<file path="config.mk">
export PLATFORM = sky130hd
export DESIGN_NAME = axi4_lite_arbiter_rd
export DESIGN_NICKNAME = d
export VERILOG_FILES = /design/src/rtl/axi4_lite_arbiter_rd.sv
export SDC_FILE = /design/constraint.sdc
export NUM_CORES = 1
export LEC_CHECK = 0
export ABC_AREA = 1
export CAP_MARGIN = 40
export CELL_PAD_IN_SITES_DETAIL_PLACEMENT = 1
export CELL_PAD_IN_SITES_GLOBAL_PLACEMENT = 1
export CORE_ASPECT_RATIO = 1.1
export CORE_MARGIN = 10
export CORE_UTILIZATION = 15
export DETAILED_ROUTE_END_ITERATION = 8
export PLACE_DENSITY = 0.89
export SETUP_SLACK_MARGIN = 0.1
export SYNTH_ARGS = -nofsm -noshare
export SYNTH_HDL_FRONTEND = slang
export SYNTH_SLANG_ARGS = --single-unit
</file>
<file path="constraint.sdc">
create_clock -name aclk -period 1.88 [get_ports aclk]
set_input_delay 0.376 -clock aclk [delete_from_list [all_inputs] [get_ports aclk]]
set_output_delay 0.376 -clock aclk [all_outputs]
set_load 0.005 [all_outputs]
</file>
<file path="src/rtl/axi4_lite_arbiter_rd.sv">
// Two-requester AXI4-lite read arbiter: shares one downstream read slave
// between two upstream masters.
//
// AR is granted round-robin. The grant is held until the handshake. A 1-bit
// in-order route FIFO records which requester issued each AR, and each R beat
// is steered back to that requester.
//
// Optional build macro:
//   AXI4_LITE_ARB_RD_FIXED_PRIORITY_EN - requester 0 wins every AR contention.
//
// Ports (axi4_s_* are indexed [1:0] by requester; axi4_m_* go to the shared slave):
//   aclk, aresetn                      clock / async active-low reset
//   axi4_s_ar{valid,ready,addr,prot,id} upstream AR channels
//   axi4_s_r{valid,ready,data,resp,id}  upstream R channels
//   axi4_m_ar{valid,ready,addr,prot,id} downstream AR channel
//   axi4_m_r{valid,ready,data,resp,id}  downstream R channel
module axi4_lite_arbiter_rd #(
  parameter int unsigned A = 32,
  parameter int unsigned N = 4,
  parameter int unsigned I = 1,
  parameter int unsigned D = 4
) (
  input  logic                  aclk,
  input  logic                  aresetn,
  input  logic [1:0]            axi4_s_arvalid,
  output logic [1:0]            axi4_s_arready,
  input  logic [1:0][A-1:0]     axi4_s_araddr,
  input  logic [1:0][2:0]       axi4_s_arprot,
  input  logic [1:0][I-1:0]     axi4_s_arid,
  output logic [1:0]            axi4_s_rvalid,
  input  logic [1:0]            axi4_s_rready,
  output logic [1:0][8*N-1:0]   axi4_s_rdata,
  output logic [1:0][1:0]       axi4_s_rresp,
  output logic [1:0][I-1:0]     axi4_s_rid,
  output logic                  axi4_m_arvalid,
  input  logic                  axi4_m_arready,
  output logic [A-1:0]          axi4_m_araddr,
  output logic [2:0]            axi4_m_arprot,
  output logic [I-1:0]          axi4_m_arid,
  input  logic                  axi4_m_rvalid,
  output logic                  axi4_m_rready,
  input  logic [8*N-1:0]        axi4_m_rdata,
  input  logic [1:0]            axi4_m_rresp,
  input  logic [I-1:0]          axi4_m_rid
);

  localparam int unsigned PW = (D > 1) ? $clog2(D) : 1;
  localparam int unsigned CW = $clog2(D + 1);

  typedef enum logic [1:0] {IDLE, GRANT0, GRANT1} state_t;

  state_t         state_q, state_d;
  logic           last_q;
  logic [CW-1:0]  count_q;
  logic [D-1:0]   fifo_q;
  logic [PW-1:0]  wr_ptr_q, rd_ptr_q;
  logic           sel_c, ar_hs_c, r_hs_c, empty_c, head_c;

  assign sel_c   = (state_q == GRANT1);
  assign ar_hs_c = axi4_m_arvalid & axi4_m_arready;
  assign empty_c = (count_q == '0);
  assign head_c  = fifo_q[rd_ptr_q];
  assign r_hs_c  = axi4_m_rvalid & axi4_m_rready;

  // Next-state: arbitrate in IDLE, hold the grant until the AR handshake.
  always_comb begin
    state_d = state_q;
    case (state_q)
      IDLE: begin
        if (count_q < CW'(D)) begin
          if (axi4_s_arvalid == 2'b11) begin
`ifdef AXI4_LITE_ARB_RD_FIXED_PRIORITY_EN
            state_d = GRANT0;
`else
            state_d = last_q ? GRANT0 : GRANT1;
`endif
          end else if (axi4_s_arvalid[0]) begin
            state_d = GRANT0;
          end else if (axi4_s_arvalid[1]) begin
            state_d = GRANT1;
          end
        end
      end
      GRANT0, GRANT1: if (ar_hs_c) state_d = IDLE;
      default: state_d = IDLE;
    endcase
  end

  // AR mux: the granted requester drives the downstream AR channel.
  always_comb begin
    axi4_m_arvalid = (state_q != IDLE);
    axi4_m_araddr  = axi4_s_araddr[sel_c];
    axi4_m_arprot  = axi4_s_arprot[sel_c];
    axi4_m_arid    = axi4_s_arid[sel_c];
    axi4_s_arready = 2'b00;
    if (state_q == GRANT0) axi4_s_arready[0] = axi4_m_arready;
    if (state_q == GRANT1) axi4_s_arready[1] = axi4_m_arready;
  end

  // R steering: the FIFO head selects the requester. An empty FIFO holds off R.
  always_comb begin
    axi4_s_rdata  = {2{axi4_m_rdata}};
    axi4_s_rresp  = {2{axi4_m_rresp}};
    axi4_s_rid    = {2{axi4_m_rid}};
    axi4_s_rvalid = 2'b00;
    axi4_m_rready = 1'b0;
    if (!empty_c) begin
      axi4_s_rvalid[head_c] = axi4_m_rvalid;
      axi4_m_rready         = axi4_s_rready[head_c];
    end
  end

  // State, round-robin pointer, route FIFO and outstanding count.
  always_ff @(posedge aclk or negedge aresetn) begin
    if (!aresetn) begin
      state_q  <= IDLE;
      last_q   <= 1'b1;
      count_q  <= '0;
      fifo_q   <= '0;
      wr_ptr_q <= '0;
      rd_ptr_q <= '0;
    end else begin
      state_q <= state_d;
      if (ar_hs_c) begin
        last_q           <= sel_c;
        fifo_q[wr_ptr_q] <= sel_c;
        wr_ptr_q         <= wr_ptr_q + PW'(1);
      end
      if (r_hs_c) rd_ptr_q <= rd_ptr_q + PW'(1);
      case ({ar_hs_c, r_hs_c})
        2'b10:   count_q <= count_q + CW'(1);
        2'b01:   count_q <= count_q - CW'(1);
        default: count_q <= count_q;
      endcase
    end
  end

endmodule

</file>
======== Word level (Yosys, flattened, before mapping) ========
Cells that the tools add are included.
storage, ports and cells
  output and inout bits ................... 112
  register bits after elaboration ......... 14
  logic and storage cells ................. 63
operators by class
  reductions and logical operators ........ 8
  equality and inequality tests ........... 8
  $add $sub $neg .......................... 4
  order comparisons ....................... 7
  bitwise gates (word level) .............. 3
  multiplexer cells ....................... 27
operator list
  cell                 number
  $mux 32              2
  $mux 2               7
  $mux 1               10
  $eq 2x2->1 const B   3
  $lt 2x3->1 const B   2
  $mux 3               2
  $pmux 3 s2           1
  $add 2x1->2 const B  2
  $bwmux 4             1
  $eq 2x1->1 const B   2
  $lt 1x2->1 const B   2
  $ne 2x2->1 const B   2
  $ne 4x4->1 const B   1
  $pmux 2 s2           1
  $reduce_bool 2->1    2
  $add 3x1->3 const B  1
  $logic_not 3->1      1
  $lt 3x3->1 const B   1
  $reduce_and 3->1     1
  $sub 3x1->3 const B  1
  $and 1x1->1          2
  $and 2x2->2          1
  $bmux 1 s2           1
  $demux 1 s2          1
  other kinds (6)      7

======== Logic depth before layout (Yosys ltp) ========
  depth after elaboration ................. 8
  depth in mapped cells ................... 13

======== Worst setup path after synthesis ========
No wires, ideal clock.
  path type ............................... register -> register
  start ................................... register rd_ptr_q[0]
  end ..................................... register count_q[2]
  clock period less this slack ............ 1934 ps
  setup time .............................. 131 ps
  stages on the path, launching flop included .. 14
  arrival ................................. 1803 ps
  path slack .............................. -54 ps
  required time ........................... 1749 ps
  path through ............................ dfrtp_1 inv_1 nand2_1 nand3_2 nand2_2 nand2_4 nand3_4 inv_1 ha_1 inv_1 fa_1 a21oi_1 o21ai_0 xor2_1
on the way
  longest elaborated chain between the ends .. 8
  elaborated cells on any way between the ends .. 10
  classes of those cells .................. eq/ne (2); mux (6); bitwise (1); reduce/logical (1)
RTL lines
  what                                                    RTL line  text
  start, declared                                         56        logic [PW-1:0] wr_ptr_q, rd_ptr_q;
  start signal, assigned                                  129       if (r_hs_c) rd_ptr_q <= rd_ptr_q + PW'(1);
  $bmux 1 s2 (*)                                          62        assign head_c = fifo_q[rd_ptr_q];
  $mux 1 (not written as such) (*)                        62
  $mux 1 (not written as such) (*) (2 in a row)           109       axi4_m_rready = axi4_s_rready[head_c];
  $mux 1 (*)                                              107       if (!empty_c) begin
  $and 1x1->1 (*)                                         63        assign r_hs_c = axi4_m_rvalid & axi4_m_rready;
  named net r_hs_c                                        57        logic sel_c, ar_hs_c, r_hs_c, empty_c, head_c;
  $eq 2x1->1 / $eq 2x2->1 (equally long branches)         130       case ({ar_hs_c, r_hs_c})
  $pmux 3 s2 / $reduce_bool 2->1 (equally long branches)  --
  end signal, assigned                                    131       2'b10: count_q <= count_q + CW'(1);
  end signal, assigned                                    132       2'b01: count_q <= count_q - CW'(1);
  end signal, assigned                                    133       default: count_q <= count_q;
  end, declared                                           54        logic [CW-1:0] count_q;
The timed path passes the listed nets; every way through them passes the cells marked *. The select of a mux whose other input is x is not followed.
A chain may end at the register's enable or synchronous reset.

======== Worst setup path in the final report ========
  start ................................... register state_q[0]
  end ..................................... output axi4_m_araddr[11]
on the way
  longest elaborated chain between the ends .. 3
RTL lines
  what                                        RTL line  text
  start, declared                             52        state_t state_q, state_d;
  start signal, assigned                      123       state_q <= state_d;
  $eq 2x2->1                                  59        assign sel_c = (state_q == GRANT1);
  named net sel_c                             57
  $mux 32 (not written as such) (2 in a row)  92        axi4_m_araddr = axi4_s_araddr[sel_c];
  end, declared                               37        output logic [A-1:0] axi4_m_araddr,
The timed path passes the listed nets, and every way through them passes these cells. The select of a mux whose other input is x is not followed.

==> impl_results.md <==
* Reg power frac at 0.139
* RePlAce Congestion at 0.780
* Root Buffer: clkbuf_16
* Worst slew pin tran at 0.228 ns
* Comb pwr share at 0.759
* Final hold vios at 0
* Hold buffers post-CTS at 0
* Starting Density at 0.153
* H-tree depth at 1
* Type of the worst min-delay path: in2async
* Vias in the first global route at 1986
* Net Switching at 0.00170 W
* Post-Route Hold Slack at 0.446 ns
* Via count at 1762
* Power per cell area at 1290 mW/mm^2
* First-pass GRT wire length at 12.0 mm
* # Max-Cap Violations at 0
* Critical path type: reg2out
* Post-route insts no fill at 466
* Failing checks: negative setup slack
* Slew Limit Fails at 0
* Type of element capturing the critical path: output pin
* Worst EP required at 1.50 ns
* Area of the mapped netlist at 0.00184 sq mm
* Endpoints failing setup at 39
* Post-route ant nets at 0
* Clock Pin Slew Worst Setup and Hold Paths at 0.05 ns
* Max_slew headroom at 0.848
* Worst EP arrival at 1.66 ns
* Worst-path fanout max at 7
* Total congestion overflow at 0
* RSZ-0062 raised after global routing: yes
* # rows at 42
* TritonRoute pass-1 iters at 2
* Cells after Synth at 214
* Inserted Clock Buffers at 3
* Post-detail-place hpwl at 6.25 mm
* DP Worst Slack at -0.393 ns
* Switch share at 0.376
* R2R depth at 13
* Core ar. at 0.0120 sq mm
* Die Span X at 126 microns
* Worst reg2reg startpoint: rd_ptr_q[0]
* Tot GR Track Use at 0.0901
* Pint at 0.00282 W
* Most frequent cell on the critical path: buf_6
* Clk sinks at 14
* Status: finished, violations left
* Die footprint at 0.0171 sq mm
* Final WS setup at -0.160 ns
* Worst-Skew Late Latency at 0.25 ns
* Final period util at 1.09
* Initial antenna violation count at 2
* WL/cell at 18.5 microns
* Worst reg2reg endpoint: count_q[2]
* Die height at 136 microns
* Dpl cells at 434
* Min Tclk post-route at 2.04 ns
* IO buf count at 121
* DRT iter0 DRCs at 13
* CTS tree: yes
* Power Total at 0.00452 W
* Largest net degree at the start of global routing at 15
* Sequential share of the synthesized area at 0.191
* Worst stage delay on the critical path at 0.40 ns
* Detailed-route wire length at 8.62 mm
* Remaining DRCs at 0
* Skew final at 0.00266 ns
* Mean post-synth cell area at 8.61 sq um
* Worst path slowest cell: dfrtp_1
* Peak VDD IR at 0.000437 V
* Area added between synthesis and finish at 90.2%
* Clock Tree Buf Depth at 2
* CP cell instances: inv_2 > ha_4 > buf_6 > buf_8 > buf_6 > mux2_4 > buf_6
* Commonest non-fill, non-tap cell in the layout: clkdlybuf4s50_1
* Vias per Instance at 3.78
* Final #Nets at 436
* Worst Setup Start Kind: flop
* Syn. warnings at 0
* Clock Power Share at 0.102
* Commonest cells after routing, fill and taps aside: clkdlybuf4s50_1 (78), buf_6 (43), mux2_4 (33)
* Share of layout cells above drive strength 1 at 0.508
* Lkg Pwr at 1.63 nW
* Max Clk Rate at 490 MHz
* Number of distinct library cells after synthesis at 26
* R2r setup slk at -0.16 ns
* Synthesized Nets at 338
* I/O Pins at 227
* Synth Register Bits at 14
-- final cells by class --
cell class              instances  area, sq um
diodes                          1         2.50
repair buffers                167         1680
well taps                     154          193
fillers                      1343         8530
multi-input cells              99         1080
flip-flops and latches         14          354
inverters                      27          104
clock buffers                   4         88.8
-- critical path, delay by kind of cell, from the launching register on --
kind / cells / cell delay (ns)
adder cells (fa/ha/maj): 1 / 0.17
buffers and inverters: 5 / 0.54
flip-flops: 1 / 0.40
multiplexers: 1 / 0.30
-- sequential cells by signal, summed over array words and instances, names as in the netlist --
name,count
last_q,1
rd_ptr_q,2
wr_ptr_q,2
fifo_q,4
count_q,3
state_q,2
-- stage by stage --
step | util | cell area (sq um) | TNS, ns
2_1_floorplan | - | 1860 | 0
3_3_place_gp | 0.238 | 2860 | -5.86
3_5_place_dp | 0.238 | 2860 | -8.46
4_1_cts | 0.284 | 3420 | -3.52
5_1_grt | 0.291 | 3500 | -5.55
6_report | 0.291 | 3510 | -3.67
-- worst max path at each step --
stage / depth (start not counted) / end / slack, ns / startpoint
6_report: 7 / axi4_m_araddr[11] / -0.16 / state_q[0]
5_1_grt: 13 / count_q[2] / -0.24 / rd_ptr_q[0]
4_1_cts: 7 / axi4_m_araddr[11] / -0.16 / state_q[0]
3_5_place_dp: 11 / count_q[2] / -0.39 / axi4_m_rvalid
3_3_place_gp: 11 / count_q[2] / -0.37 / axi4_m_rvalid
2_1_floorplan: 13 / count_q[2] / 0.03 / rd_ptr_q[0]
-- timing repair --
item | CTS | global route
pin swaps | 9 | 3
endpoints found under the setup margin | 44 | 44
cloned | 3 | 0
setup buffers | 17 | 10
resized for setup | 257 | 19
-- cells in the mapped netlist, drive strengths merged --
library cell | n | area (sq um)
nor3 | 1 | 5.00
dfstp | 1 | 26.3
xor2 | 3 | 26.3
inv | 27 | 101
o21ai | 6 | 30.0
ha | 8 | 100
fa | 1 | 20.0
nand3 | 5 | 52.6
a22oi | 4 | 30.0
nand2 | 23 | 98.8
nor2 | 4 | 17.5
nand4 | 2 | 12.5
buf | 74 | 558
xnor2 | 1 | 8.76
a21oi | 5 | 25.0
mux2 | 36 | 405
dfrtp | 13 | 325
-- metal layers --
metal	track usage	share of wire	vias up
met4	0.0352	0.022	0
met5	0	0	-
met1	0.0906	0.36	834
li1	-	-	813
met2	0.159	0.52	96
met3	0.0421	0.097	19
-- power groups by stage --
stage               combinational (W)  sequential (W)  clock (W)
floorplan                     0.00123        0.000550          0
CTS                           0.00317        0.000602   0.000475
detailed placement            0.00229        0.000576          0
finish                        0.00343        0.000627   0.000461
global route                  0.00369        0.000646   0.000480
global placement              0.00218        0.000562          0
-- cells by family after synthesis --
family / count (synthesis) / synth area share
buffers and inverters: 101 / 0.358
muxes: 36 / 0.220
and+or+nand+nor: 35 / 0.101
AOI/OAI and AO/OA: 15 / 0.0462
DFF: 14 / 0.191
adders and majority gates: 9 / 0.0652
xor gates and xnor gates: 4 / 0.0190
Note: power is estimated with default switching activity, not from simulation.
